==> src/rtl/ptmch_trg_mc.sv <==
// ptmch_trg_mc: SPI-programmed multi-channel trigger pulse generator.
// An SPI slave (sampled in the CLK200M domain) writes per-channel delay,
// width and repeat registers, and issues fire/abort commands that start or
// stop timed pulse trains on the TRG_PLS outputs.
`timescale 1ns/1ps
module ptmch_trg_mc #(
    parameter int N_CH        = 3,
    parameter int CNT_W       = 16,
    parameter int SYNC_STAGES = 2
) (
    input  logic            CLK200M,
    input  logic            RESET,
    input  logic            SPI_CS,
    input  logic            SPI_CLK,
    input  logic            SPI_MOSI,
    output logic [N_CH-1:0] TRG_PLS,
    output logic [N_CH-1:0] TRG_BUSY,
    output logic            FRM_ERR
);

    // Channel FSM encoding
    localparam logic [1:0] S_IDLE = 2'd0;
    localparam logic [1:0] S_DLY  = 2'd1;
    localparam logic [1:0] S_HIGH = 2'd2;
    localparam logic [1:0] S_GAP  = 2'd3;

    // Frame opcodes
    localparam logic [1:0] OP_DLY = 2'b00;
    localparam logic [1:0] OP_WID = 2'b01;
    localparam logic [1:0] OP_CMD = 2'b10;
    localparam logic [1:0] OP_REP = 2'b11;

    localparam logic [4:0] BITS_FRAME = 5'd24;
    localparam logic [4:0] BITS_SAT   = 5'd25;

    // ------------------------------------------------------------------
    // SPI input synchronisers and edge detection
    // ------------------------------------------------------------------
    logic [SYNC_STAGES-1:0] r_cs_sync;
    logic [SYNC_STAGES-1:0] r_sclk_sync;
    logic [SYNC_STAGES-1:0] r_mosi_sync;
    logic                   r_cs_d;
    logic                   r_sclk_d;
    logic                   w_cs;
    logic                   w_sclk;
    logic                   w_mosi;
    logic                   w_cs_fall;
    logic                   w_cs_rise;
    logic                   w_sclk_rise;

    assign w_cs        = r_cs_sync[SYNC_STAGES-1];
    assign w_sclk      = r_sclk_sync[SYNC_STAGES-1];
    assign w_mosi      = r_mosi_sync[SYNC_STAGES-1];
    assign w_cs_fall   = r_cs_d & ~w_cs;
    assign w_cs_rise   = ~r_cs_d & w_cs;
    assign w_sclk_rise = ~r_sclk_d & w_sclk;

    // Bring the asynchronous SPI pins into CLK200M and keep one cycle of history for edges
    always_ff @(posedge CLK200M or posedge RESET) begin
        if (RESET) begin
            r_cs_sync   <= '1;
            r_sclk_sync <= '0;
            r_mosi_sync <= '0;
            r_cs_d      <= 1'b1;
            r_sclk_d    <= 1'b0;
        end else begin
            // NOTE: non-blocking assignments let every flop sample the pre-edge value, so the chain really has SYNC_STAGES stages.
            r_cs_sync   <= {r_cs_sync[SYNC_STAGES-2:0], SPI_CS};
            r_sclk_sync <= {r_sclk_sync[SYNC_STAGES-2:0], SPI_CLK};
            r_mosi_sync <= {r_mosi_sync[SYNC_STAGES-2:0], SPI_MOSI};
            r_cs_d      <= w_cs;
            r_sclk_d    <= w_sclk;
        end
    end

    // ------------------------------------------------------------------
    // Frame shifter, length check and commit strobe
    // ------------------------------------------------------------------
    logic [23:0] r_shift;
    logic [23:0] r_frame;
    logic [4:0]  r_bit_cnt;
    logic        r_commit;
    logic        r_frm_err;

    // Shift MOSI on SPI clock rises; judge the frame length when CS rises
    always_ff @(posedge CLK200M or posedge RESET) begin
        if (RESET) begin
            r_shift   <= '0;
            r_frame   <= '0;
            r_bit_cnt <= '0;
            r_commit  <= 1'b0;
            r_frm_err <= 1'b0;
        end else begin
            if (w_cs_fall) begin
                r_bit_cnt <= '0;
            end else if (w_sclk_rise && !w_cs) begin
                r_shift <= {r_shift[22:0], w_mosi};
                if (r_bit_cnt != BITS_SAT) begin
                    r_bit_cnt <= r_bit_cnt + 5'd1;
                end
            end
            r_commit  <= w_cs_rise && (r_bit_cnt == BITS_FRAME);
            r_frm_err <= w_cs_rise && (r_bit_cnt != BITS_FRAME);
            if (w_cs_rise) begin
                r_frame <= r_shift;
            end
        end
    end

    assign FRM_ERR = r_frm_err;

    // ------------------------------------------------------------------
    // Frame decode
    // ------------------------------------------------------------------
    logic [1:0]       w_op;
    logic [5:0]       w_ch;
    logic [15:0]      w_val;
    logic [CNT_W-1:0] w_val_c;
    logic             w_ch_ok;
    logic             w_wr_dly;
    logic             w_wr_wid;
    logic             w_wr_rep;
    logic [N_CH-1:0]  w_fire_mask;
    logic [N_CH-1:0]  w_abort_mask;

    assign w_val_c = w_val[CNT_W-1:0];

    // Turn a committed frame into register write enables and fire/abort masks
    always_comb begin
        // NOTE: every output gets a default before any branch so no latch is inferred.
        w_op         = r_frame[23:22];
        w_ch         = r_frame[21:16];
        w_val        = r_frame[15:0];
        w_ch_ok      = (w_ch < 6'(N_CH));
        w_wr_dly     = r_commit && (w_op == OP_DLY) && w_ch_ok;
        w_wr_wid     = r_commit && (w_op == OP_WID) && w_ch_ok;
        w_wr_rep     = r_commit && (w_op == OP_REP) && w_ch_ok;
        w_fire_mask  = '0;
        w_abort_mask = '0;
        if (r_commit && (w_op == OP_CMD)) begin
            if (w_val[15]) begin
                w_abort_mask = w_val[N_CH-1:0];
            end else begin
                w_fire_mask = w_val[N_CH-1:0];
            end
        end
    end

    // ------------------------------------------------------------------
    // Per-channel configuration registers
    // ------------------------------------------------------------------
    logic [CNT_W-1:0] r_delay [N_CH];
    logic [CNT_W-1:0] r_width [N_CH];
    logic [CNT_W-1:0] r_rep   [N_CH];

    // Apply delay/width/repeat writes; a width of 0 is stored as 1
    always_ff @(posedge CLK200M or posedge RESET) begin
        if (RESET) begin
            // NOTE: these small flop arrays are reset on purpose; the defaults are visible behaviour, unlike a RAM.
            for (int i = 0; i < N_CH; i++) begin
                r_delay[i] <= '0;
                r_width[i] <= CNT_W'(1);
                r_rep[i]   <= '0;
            end
        end else begin
            for (int i = 0; i < N_CH; i++) begin
                if (w_ch == 6'(i)) begin
                    if (w_wr_dly) begin
                        r_delay[i] <= w_val_c;
                    end
                    if (w_wr_wid) begin
                        r_width[i] <= (w_val_c == '0) ? CNT_W'(1) : w_val_c;
                    end
                    if (w_wr_rep) begin
                        r_rep[i] <= w_val_c;
                    end
                end
            end
        end
    end

    // ------------------------------------------------------------------
    // Per-channel pulse train FSMs
    // ------------------------------------------------------------------
    for (genvar g = 0; g < N_CH; g++) begin : g_ch
        logic [1:0]       r_state;
        logic [1:0]       w_state_nxt;
        logic [CNT_W-1:0] r_cnt;
        logic [CNT_W-1:0] w_cnt_nxt;
        logic [CNT_W-1:0] r_wm1;
        logic [CNT_W-1:0] w_wm1_nxt;
        logic [CNT_W-1:0] r_left;
        logic [CNT_W-1:0] w_left_nxt;
        logic             r_pls;
        logic             r_busy;

        // Advance the train first, then let abort/fire act on the result, so a
        // fire landing on the final HIGH cycle restarts the channel
        always_comb begin
            w_state_nxt = r_state;
            w_cnt_nxt   = r_cnt;
            w_wm1_nxt   = r_wm1;
            w_left_nxt  = r_left;
            case (r_state)
                S_DLY: begin
                    if (r_cnt == '0) begin
                        w_state_nxt = S_HIGH;
                        w_cnt_nxt   = r_wm1;
                    end else begin
                        w_cnt_nxt = r_cnt - CNT_W'(1);
                    end
                end
                S_HIGH: begin
                    if (r_cnt == '0) begin
                        if (r_left != '0) begin
                            w_state_nxt = S_GAP;
                            w_cnt_nxt   = r_wm1;
                            w_left_nxt  = r_left - CNT_W'(1);
                        end else begin
                            w_state_nxt = S_IDLE;
                        end
                    end else begin
                        w_cnt_nxt = r_cnt - CNT_W'(1);
                    end
                end
                S_GAP: begin
                    if (r_cnt == '0) begin
                        w_state_nxt = S_HIGH;
                        w_cnt_nxt   = r_wm1;
                    end else begin
                        w_cnt_nxt = r_cnt - CNT_W'(1);
                    end
                end
                default: ;
            endcase
            if (w_abort_mask[g]) begin
                w_state_nxt = S_IDLE;
            end else if (w_fire_mask[g] && (w_state_nxt == S_IDLE)) begin
                w_state_nxt = S_DLY;
                w_cnt_nxt   = r_delay[g];
                w_wm1_nxt   = r_width[g] - CNT_W'(1);
                w_left_nxt  = r_rep[g];
            end
        end

        // Register the channel state and decode outputs from the next state so they are glitch-free flops
        always_ff @(posedge CLK200M or posedge RESET) begin
            if (RESET) begin
                r_state <= S_IDLE;
                r_cnt   <= '0;
                r_wm1   <= '0;
                r_left  <= '0;
                r_pls   <= 1'b0;
                r_busy  <= 1'b0;
            end else begin
                r_state <= w_state_nxt;
                r_cnt   <= w_cnt_nxt;
                r_wm1   <= w_wm1_nxt;
                r_left  <= w_left_nxt;
                r_pls   <= (w_state_nxt == S_HIGH);
                r_busy  <= (w_state_nxt != S_IDLE);
            end
        end

        assign TRG_PLS[g]  = r_pls;
        assign TRG_BUSY[g] = r_busy;
    end

endmodule
==> config.mk <==
export PLATFORM = sky130hd
export DESIGN_NAME = ptmch_trg_mc
export DESIGN_NICKNAME = d
export VERILOG_FILES = /design/src/rtl/ptmch_trg_mc.sv
export SDC_FILE = /design/constraint.sdc
export NUM_CORES = 1
export LEC_CHECK = 0
export ABC_AREA = 0
export BUFFER_PORTS_ARGS = -buffer_cell sky130_fd_sc_hd__buf_2
export CAP_MARGIN = 20
export CORE_ASPECT_RATIO = 1.25
export CORE_UTILIZATION = 55
export CTS_CLUSTER_DIAMETER = 50
export DETAILED_ROUTE_END_ITERATION = 10
export MAX_ROUTING_LAYER = met4
export PLACE_DENSITY = 0.69
export SLEW_MARGIN = 5
export SYNTH_ARGS = -nofsm -noshare
export SYNTH_HDL_FRONTEND = slang
export SYNTH_SLANG_ARGS = --single-unit
==> constraint.sdc <==
create_clock -name CLK200M -period 31.1 [get_ports CLK200M]
set_clock_uncertainty 0.05 [all_clocks]
set_input_delay 6.22 -clock CLK200M [delete_from_list [all_inputs] [get_ports CLK200M]]
set_output_delay 6.22 -clock CLK200M [all_outputs]
set_load 0.01 [all_outputs]
==> insert_results.sql, run 1 <==
INSERT INTO impl_metrics (metric_group, metric, value, unit) VALUES
('run_status', 'run_status', 'finished, final reports clean', ''),
('power_and_ir_drop', 'ratio_of_total_power_to_cell_area', '50.8', 'mW/mm^2'),
('sta', 'worst_slew_margin_relative_to_its_limit', '30.8', '%'),
('power_and_ir_drop', 'worst_ir_drop_vdd', '0.0574', 'mV'),
('logic_synthesis', 'post_synth_edffs', '0', ''),
('global_route', 'antenna_violations_before_repair', '0', ''),
('clock_tree', 'postCtsResizedCells', '0', ''),
('logic_synthesis', 'synth.yosys.warnings', '0', ''),
('finish', 'finish.net_count', '1671', ''),
('sta', 'rsz0062_at_grt', 'no', ''),
('clock_tree', 'clock_tree_from_tritoncts', 'done', ''),
('floorplanning', 'floorplan.initialDensity', '56.5', '%'),
('logic_synthesis', 'synth_register_bits', '363', ''),
('finish', 'post_route_cells_drive_above_1_share', '20.0', '%'),
('critical_path', 'worst_r2r_path_depth', '5', ''),
('route', 'post_drt_via_cell_ratio', '6.08', ''),
('critical_path', 'cp_data_required_time', '31.60', 'ns'),
('finish', 'area_taken_by_flip_flops_and_latches', '0.00909', 'mm^2'),
('finish', 'fill_cells', '2614', ''),
('finish', 'final_cell_mix', 'sky130_fd_sc_hd__dfrtp_1 (357), sky130_fd_sc_hd__mux2_2 (193), sky130_fd_sc_hd__nand2_1 (173), sky130_fd_sc_hd__o21ai_0 (130), sky130_fd_sc_hd__nor2_1 (128)', ''),
('logic_synthesis', 'postSynthNetCount', '1687', ''),
('critical_path', 'critical_path_arrival', '8.84', 'ns'),
('clock_tree', 'cts.sinks', '363', ''),
('critical_path', 'critPathKind', 'input port to asynchronous set/reset pin', ''),
('finish', 'postLayoutCoreUtil', '61.8', '%'),
('global_route', 'grt_max_degree', '153', ''),
('route', 'detailedRoute.firstIterationViolations', '914', ''),
('placement', 'portBuffers', '11', ''),
('logic_synthesis', 'synthesis.instances', '1667', ''),
('global_route', 'grt_pass1_vias', '12700', ''),
('critical_path', 'worst-r2r-setup-slack', '27.90', 'ns'),
('finish', 'layout_commonest_cell', 'sky130_fd_sc_hd__dfrtp_1', ''),
('route', 'post_drt_wl_per_cell', '20.3', 'um'),
('logic_synthesis', 'synth_area_per_cell', '10.6', 'um^2'),
('critical_path', 'critical_path.startpoint_type', 'input port', ''),
('logic_synthesis', 'most_instantiated_flip_flop_cell_in_the_synthesis_netlist', 'sky130_fd_sc_hd__dfrtp_1', ''),
('sta', 'setup_tns', '0', 'ns'),
('power_and_ir_drop', 'cellLeakagePower', '9.39', 'nW'),
('route', 'vias_after_detailed_routing', '12700', ''),
('clock_tree', 'cts.path.max_buffers', '3', ''),
('critical_path', 'critical_path.max_fanout', '101', ''),
('critical_path', 'critical_path.reg2reg.endpoint', 'g_ch[2].r_left[15]', ''),
('sta', 'clock.fmax', '120', 'MHz'),
('min_path', 'holdCritPathClass', 'flop to flop', ''),
('logic_synthesis', 'synthesis.area', '0.0176', 'mm^2'),
('finish', 'antenna-diode-count', '0', ''),
('critical_path', 'regToRegStartpoint', 'g_ch[2].r_cnt[7]', ''),
('critical_path', 'end_kind', 'asynchronous set/reset pin', ''),
('sta', 'setup_viol_count_final', '0', ''),
('route', 'drtAntennaViolNets', '0', ''),
('floorplanning', 'die_w', '162', 'um'),
('clock_tree', 'post_cts_hold_buffer_count', '0', ''),
('clock_tree', 'cts_made_buffers', '39', ''),
('clock_tree', 'clk_pin_slew_worst_paths', '0.06', 'ns'),
('clock_tree', 'cts_htree_levels', '2', ''),
('global_route', 'groute.usage.overall', '27.8', '%'),
('logic_synthesis', 'synth-async-reset-ratio', '100', '%'),
('sta', 'worstMarginPinSlew', '1.03', 'ns'),
('min_path', 'hold_path_end', 'r_mosi_sync[1]', ''),
('global_route', 'grt_first_pass_wirelength', '69100', 'um'),
('placement', 'dp.final_hpwl', '27300', 'um'),
('finish', 'area_growth_syn_to_layout', '9.54', '%'),
('floorplanning', 'ios', '12', ''),
('clock_tree', 'worstSkewPairLatency', '0.55', 'ns'),
('flow_run', 'drv.max_cap_violation_count', '0', ''),
('global_route', 'grt_util_met3', '4.15', '%'),
('floorplanning', 'number_of_rows_created_at_floorplan', '72', ''),
('sta', 'final_max_slew_viol_count', '0', ''),
('logic_synthesis', 'yosys.cell_types.count', '79', ''),
('route', 'drtPass1Iterations', '5', ''),
('min_path', 'startpoint_of_the_most_critical_hold_path', 'r_mosi_sync[0]', '');
==> layer usage <==
layer / vias up / share of wire (%) / wire, um
met3: 114 / 4.1 / 1730
li1: 5933 / - / -
met4: 0 / 3.9 / 1640
met1: 6329 / 44 / 18600
met2: 304 / 48 / 20400
met5: - / 0 / 0
==> synth_stat cells (4+ instances only) <==
master	instances	area (um^2)
sky130_fd_sc_hd__a41oi_1	5	43.8
sky130_fd_sc_hd__dfrtp_1	357	8930
sky130_fd_sc_hd__or3_1	19	119
sky130_fd_sc_hd__nor2b_1	10	62.6
sky130_fd_sc_hd__and2_1	9	56.3
sky130_fd_sc_hd__nand4_1	14	87.6
sky130_fd_sc_hd__nand2_1	173	649
sky130_fd_sc_hd__mux2i_1	11	110
sky130_fd_sc_hd__a21o_1	5	37.5
sky130_fd_sc_hd__nand2b_1	9	56.3
sky130_fd_sc_hd__nand3b_1	6	45.0
sky130_fd_sc_hd__nor3_1	50	250
sky130_fd_sc_hd__o21a_1	4	30.0
sky130_fd_sc_hd__nand4b_1	4	35.0
sky130_fd_sc_hd__nor4_1	43	269
sky130_fd_sc_hd__buf_4	6	45.0
sky130_fd_sc_hd__o21ai_0	131	656
sky130_fd_sc_hd__mux2_2	193	2170
sky130_fd_sc_hd__o211ai_1	13	97.6
sky130_fd_sc_hd__o31ai_1	9	67.6
sky130_fd_sc_hd__dfstp_2	6	158
sky130_fd_sc_hd__nor3b_1	9	67.6
sky130_fd_sc_hd__xor2_1	34	298
sky130_fd_sc_hd__xnor2_1	67	587
sky130_fd_sc_hd__nand3_1	26	130
sky130_fd_sc_hd__a31oi_1	26	163
sky130_fd_sc_hd__a21oi_1	57	285
sky130_fd_sc_hd__or2_2	7	43.8
sky130_fd_sc_hd__ha_1	15	188
sky130_fd_sc_hd__clkbuf_1	82	308
sky130_fd_sc_hd__a211oi_1	11	82.6
sky130_fd_sc_hd__or4_1	6	45.0
sky130_fd_sc_hd__inv_1	29	109
sky130_fd_sc_hd__nor2_1	130	488
sky130_fd_sc_hd__nor4b_1	5	43.8
sky130_fd_sc_hd__and3_1	7	43.8
sky130_fd_sc_hd__buf_2	4	20.0
sky130_fd_sc_hd__o211a_1	6	60.1
sky130_fd_sc_hd__o221ai_1	4	35.0
==> registers in the layout, indices dropped and copies added (netlist names), 3 cells and up <==
register and cells:
g_ch.r_cnt 48, g_ch.r_left 48, g_ch.r_wm1 48, r_delay 48, r_rep 48, r_width 48
r_frame 24, r_shift 24, g_ch.r_state 6, r_bit_cnt 5, g_ch.r_busy 3, g_ch.r_pls 3
==> kinds of logic after synthesis <==
kind of cell | count (synthesis) | synth area share [%]
adders and majority gates | 15 | 1.07
AOI/OAI and AO/OA | 311 | 11.0
xor gates and xnor gates | 101 | 5.03
DFF | 363 | 51.7
muxes | 204 | 13.0
buffers and inverters | 128 | 3.04
and+or+nand+nor | 545 | 15.2
==> worst max-delay path: stages <==
cell and delay (ns):
sky130_fd_sc_hd__buf_2 0.13, sky130_fd_sc_hd__inv_8 0.28, sky130_fd_sc_hd__buf_16 0.41, sky130_fd_sc_hd__buf_4 0.78, sky130_fd_sc_hd__buf_4 0.82
==> area by class of cell <==
class                   count  area share [%]
clock inverters            16           0.805
flip-flops and latches    363            47.2
inverters                  29           0.604
clock buffers              54            5.67
multi-input cells        1176            41.5
well taps                 407            2.64
repair buffers             42            1.62
==> metrics by stage <==
| step | instances | hold WS (ns) | instance area (um^2) | worst slack [ns] | power [mW] |
|---|---|---|---|---|---|
| 2_1_floorplan | 1667 | 0.281 | 17600 | 14.76 | 0.513 |
| 4_1_cts | 2085 | 0.303 | 19200 | 22.56 | 0.987 |
| 5_1_grt | 2087 | 0.308 | 19300 | 22.25 | 1.01 |
| 3_5_place_dp | 2015 | 0.290 | 18000 | 21.98 | 0.535 |
| 3_3_place_gp | 2013 | 0.286 | 18000 | 21.99 | 0.535 |
| 6_report | 2087 | 0.300 | 19300 | 22.76 | 0.980 |
==> how the worst max path moves through the flow <==
stage,from,to,slack [ns],cells after the start
final,RESET,g_ch[2].r_left[15],22.76,5
after global routing,RESET,g_ch[2].r_left[5],22.25,5
after CTS,RESET,g_ch[2].r_left[5],22.56,4
after detailed placement,RESET,g_ch[2].r_left[7],21.98,4
after global placement,RESET,g_ch[2].r_left[7],21.99,4
after floorplan,RESET,FRM_ERR,14.76,1
==> where the power goes <==
part | internal, mW | switching [mW] | total [mW]
clock network | 0.258 | 0.195 | 0.453
logic | 0.00981 | 0.0265 | 0.0363
registers | 0.478 | 0.0120 | 0.490
Power figures use the tool's default switching activity.
==> inputs of run 2 (changes only) <==
clock period = 8.3 ns   (was 31.1 ns; I/O delays follow)
==> run 2 against run 1 <==
Effect of this change: sequential share of layout area down 0.14 points; total power rose to 3.8 times the previous value; worst hold slack better by 0.00050 ns; final cell count about the same; via count down 0.21%; combinational power rose to 3.6 times the previous value; flip-flop and latch count unchanged; clock power rose to 3.9 times the previous value; routed wire length down 0.55%.
==> insert_results.sql, run 2 (synthesis gave the netlist of run 1 again) <==
INSERT INTO impl_metrics (metric_group, metric, value, unit) VALUES
('floorplanning', 'floorplan.initialDensity', '56.5', '%'),
('finish', 'design_area', '0.0193', 'mm^2'),
('sta', 'setup_tns', '0', 'ns'),
('sta', 'clock.fmax', '254', 'MHz'),
('critical_path', 'cp.buffers_inverters', '1', ''),
('finish', 'final_cell_mix', 'sky130_fd_sc_hd__dfrtp_1 (357), sky130_fd_sc_hd__mux2_2 (193), sky130_fd_sc_hd__nand2_1 (173), sky130_fd_sc_hd__o21ai_0 (130), sky130_fd_sc_hd__nor2_1 (129)', ''),
('floorplanning', 'die_w', '162', 'um'),
('finish', 'final_cell_count_no_fill', '2086', ''),
('sta', 'final_number_of_hold_violating_endpoints', '0', ''),
('finish', 'finish.net_count', '1666', ''),
('min_path', 'holdCritPathClass', 'flop to flop', ''),
('critical_path', 'cp_data_required_time', '8.68', 'ns'),
('clock_tree', 'worstSkewPairLatency', '0.55', 'ns'),
('floorplanning', 'core_area', '0.0312', 'mm^2'),
('placement', 'globalplace.congestion', '0.916', ''),
('critical_path', 'critical_path.startpoint_type', 'flop', ''),
('power_and_ir_drop', 'ratio_of_total_power_to_cell_area', '194', 'mW/mm^2'),
('floorplanning', 'die-area', '0.0327', 'mm^2'),
('sta', 'setup_slack', '4.36', 'ns'),
('clock_tree', 'cts_made_buffers', '40', ''),
('sta', 'setup_viol_count_final', '0', ''),
('placement', 'dpl-instance-area', '0.0180', 'mm^2'),
('global_route', 'antenna_violations_before_repair', '1', ''),
('critical_path', 'crit_slowest_cell', 'sky130_fd_sc_hd__nand3_2', ''),
('clock_tree', 'cts.sinks', '363', ''),
('finish', 'area_growth_syn_to_layout', '9.87', '%'),
('placement', 'portBuffers', '11', ''),
('critical_path', 'critical_path_arrival', '4.31', 'ns'),
('floorplanning', 'ios', '12', ''),
('critical_path', 'path_delay_family', 'simple AND/OR/NAND/NOR gates', ''),
('critical_path', 'end_kind', 'flop', ''),
('sta', 'final_max_slew_viol_count', '0', ''),
('sta', 'worst_slew_margin_relative_to_its_limit', '31.1', '%'),
('critical_path', 'crit_chain', 'inv_1 > ha_1 > nor4b_1 > nand4_1 > o41ai_2 > nand3_2 > o221a_2', ''),
('sta', 'period_needed', '3.94', 'ns'),
('critical_path', 'critPathKind', 'flop to flop', ''),
('route', 'post_drt_wl_per_cell', '20.2', 'um'),
('critical_path', 'critical_path.max_fanout', '52', ''),
('route', 'post_drt_via_cell_ratio', '6.07', ''),
('global_route', 'grt_pass1_vias', '12700', ''),
('sta', 'rsz0062_at_grt', 'no', ''),
('clock_tree', 'clock-root-buffer', 'sky130_fd_sc_hd__clkbuf_16', ''),
('finish', 'fill_cells', '2613', ''),
('finish', 'post_route_cells_drive_above_1_share', '20.0', '%'),
('global_route', 'grt_first_pass_wirelength', '68500', 'um'),
('clock_tree', 'clock_tree_from_tritoncts', 'done', ''),
('global_route', 'total_overflow_reported_by_the_global_router', '0', ''),
('run_status', 'run_status', 'finished, final reports clean', ''),
('placement', 'dp.final_hpwl', '27200', 'um'),
('global_route', 'groute.usage.overall', '27.6', '%'),
('clock_tree', 'post_cts_hold_buffer_count', '0', ''),
('route', 'vias_after_detailed_routing', '12700', ''),
('sta', 'worstMarginPinSlew', '1.03', 'ns'),
('route', 'detailedRoute.firstIterationViolations', '811', ''),
('clock_tree', 'clk_pin_slew_worst_paths', '0.06', 'ns'),
('global_route', 'grt_max_degree', '171', ''),
('power_and_ir_drop', 'fin_total_pwr', '3.75', 'mW'),
('flow_run', 'drv.max_cap_violation_count', '0', ''),
('critical_path', 'cp_slowest_stage_delay', '0.90', 'ns'),
('clock_tree', 'post_cts_buffers', '0', ''),
('route', 'drtAntennaViolNets', '0', ''),
('clock_tree', 'cts.path.max_buffers', '3', ''),
('route', 'drt_wl_total', '42100', 'um'),
('clock_tree', 'postCtsResizedCells', '0', ''),
('floorplanning', 'number_of_rows_created_at_floorplan', '72', ''),
('route', 'drt_drc_violations_left', '0', ''),
('sta', 'final.period_utilization', '47.4', '%'),
('floorplanning', 'die_height', '202', 'um'),
('route', 'drtPass1Iterations', '5', ''),
('clock_tree', 'cts_htree_levels', '2', ''),
('placement', 'post-place-cells', '2008', ''),
('placement', 'place_worst_setup_slack', '4.39', 'ns'),
('power_and_ir_drop', 'cellLeakagePower', '9.42', 'nW'),
('finish', 'layout_commonest_cell', 'sky130_fd_sc_hd__dfrtp_1', ''),
('power_and_ir_drop', 'worst_ir_drop_vdd', '0.191', 'mV');
-- run 2: cell count changes in the layout (fill, tap and decap cells not counted), sizes merged --
cell      change
clkbuf        +2
diode         +1
clkinvlp      -2
bufinv        +1
buf           -6
clkinv        +3
-- run 2: through the flow --
step / hold slack (ns) / utilization [%]
after CTS: 0.302 / 61.9
after detailed placement: 0.296 / 57.6
final: 0.300 / 62.0
after floorplan: 0.281 / -
after global placement: 0.290 / 57.5
after global routing: 0.300 / 62.0
-- run 2: final timing paths --
path | from | end | slack (ns) | depth (start not counted)
min in group asynchronous | RESET | FRM_ERR | 1.19 | 2
max in group asynchronous | RESET | r_delay[21] | 5.50 | 4
max reg2reg | g_ch[1].r_left[0] | g_ch[1].r_cnt[15] | 4.36 | 7
max | g_ch[1].r_left[0] | g_ch[1].r_cnt[15] | 4.36 | 7
min | r_cs_sync[0] | r_cs_sync[1] | 0.30 | 0
min reg2reg | r_cs_sync[0] | r_cs_sync[1] | 0.30 | 0
-- run 2: area by class of cell --
type	instances	area [um^2]	share of cell area (%)
Antenna cell	1	2.50	0.0129
Tap cell	407	509	2.63
Sequential cell	363	9090	47.0
Clock buffer	56	1150	5.96
Clock inverter	18	178	0.919
Timing Repair Buffer	36	287	1.48
Inverter	29	113	0.582
Multi-Input combinational cell	1176	8000	41.4
-- run 2: routing by layer --
layer / routed length, um / part of all wire [%] / track usage, % / up-vias
met4: 1610 / 3.8 / 11.0 / 0
met1: 18500 / 44 / 36.0 / 6313
met2: 20200 / 48 / 43.3 / 310
li1: - / - / - / 5927
met3: 1780 / 4.2 / 3.88 / 103
met5: 0 / 0 / - / -
-- run 2: worst register-to-register path, stage by stage, from the launching register on --
cell and delay [ns]:
sky130_fd_sc_hd__dfrtp_1 0.37, sky130_fd_sc_hd__inv_1 0.09, sky130_fd_sc_hd__ha_1 0.17, sky130_fd_sc_hd__nor4b_1 0.45, sky130_fd_sc_hd__nand4_1 0.36, sky130_fd_sc_hd__o41ai_2 0.81, sky130_fd_sc_hd__nand3_2 0.90, sky130_fd_sc_hd__o221a_2 0.62
-- run 2: power by group --
part | switching [mW] | leakage [nW] | internal (mW)
sequential | 0.0427 | 5.03 | 1.79
combinational | 0.0938 | 3.74 | 0.0378
clock | 0.732 | 0.660 | 1.05
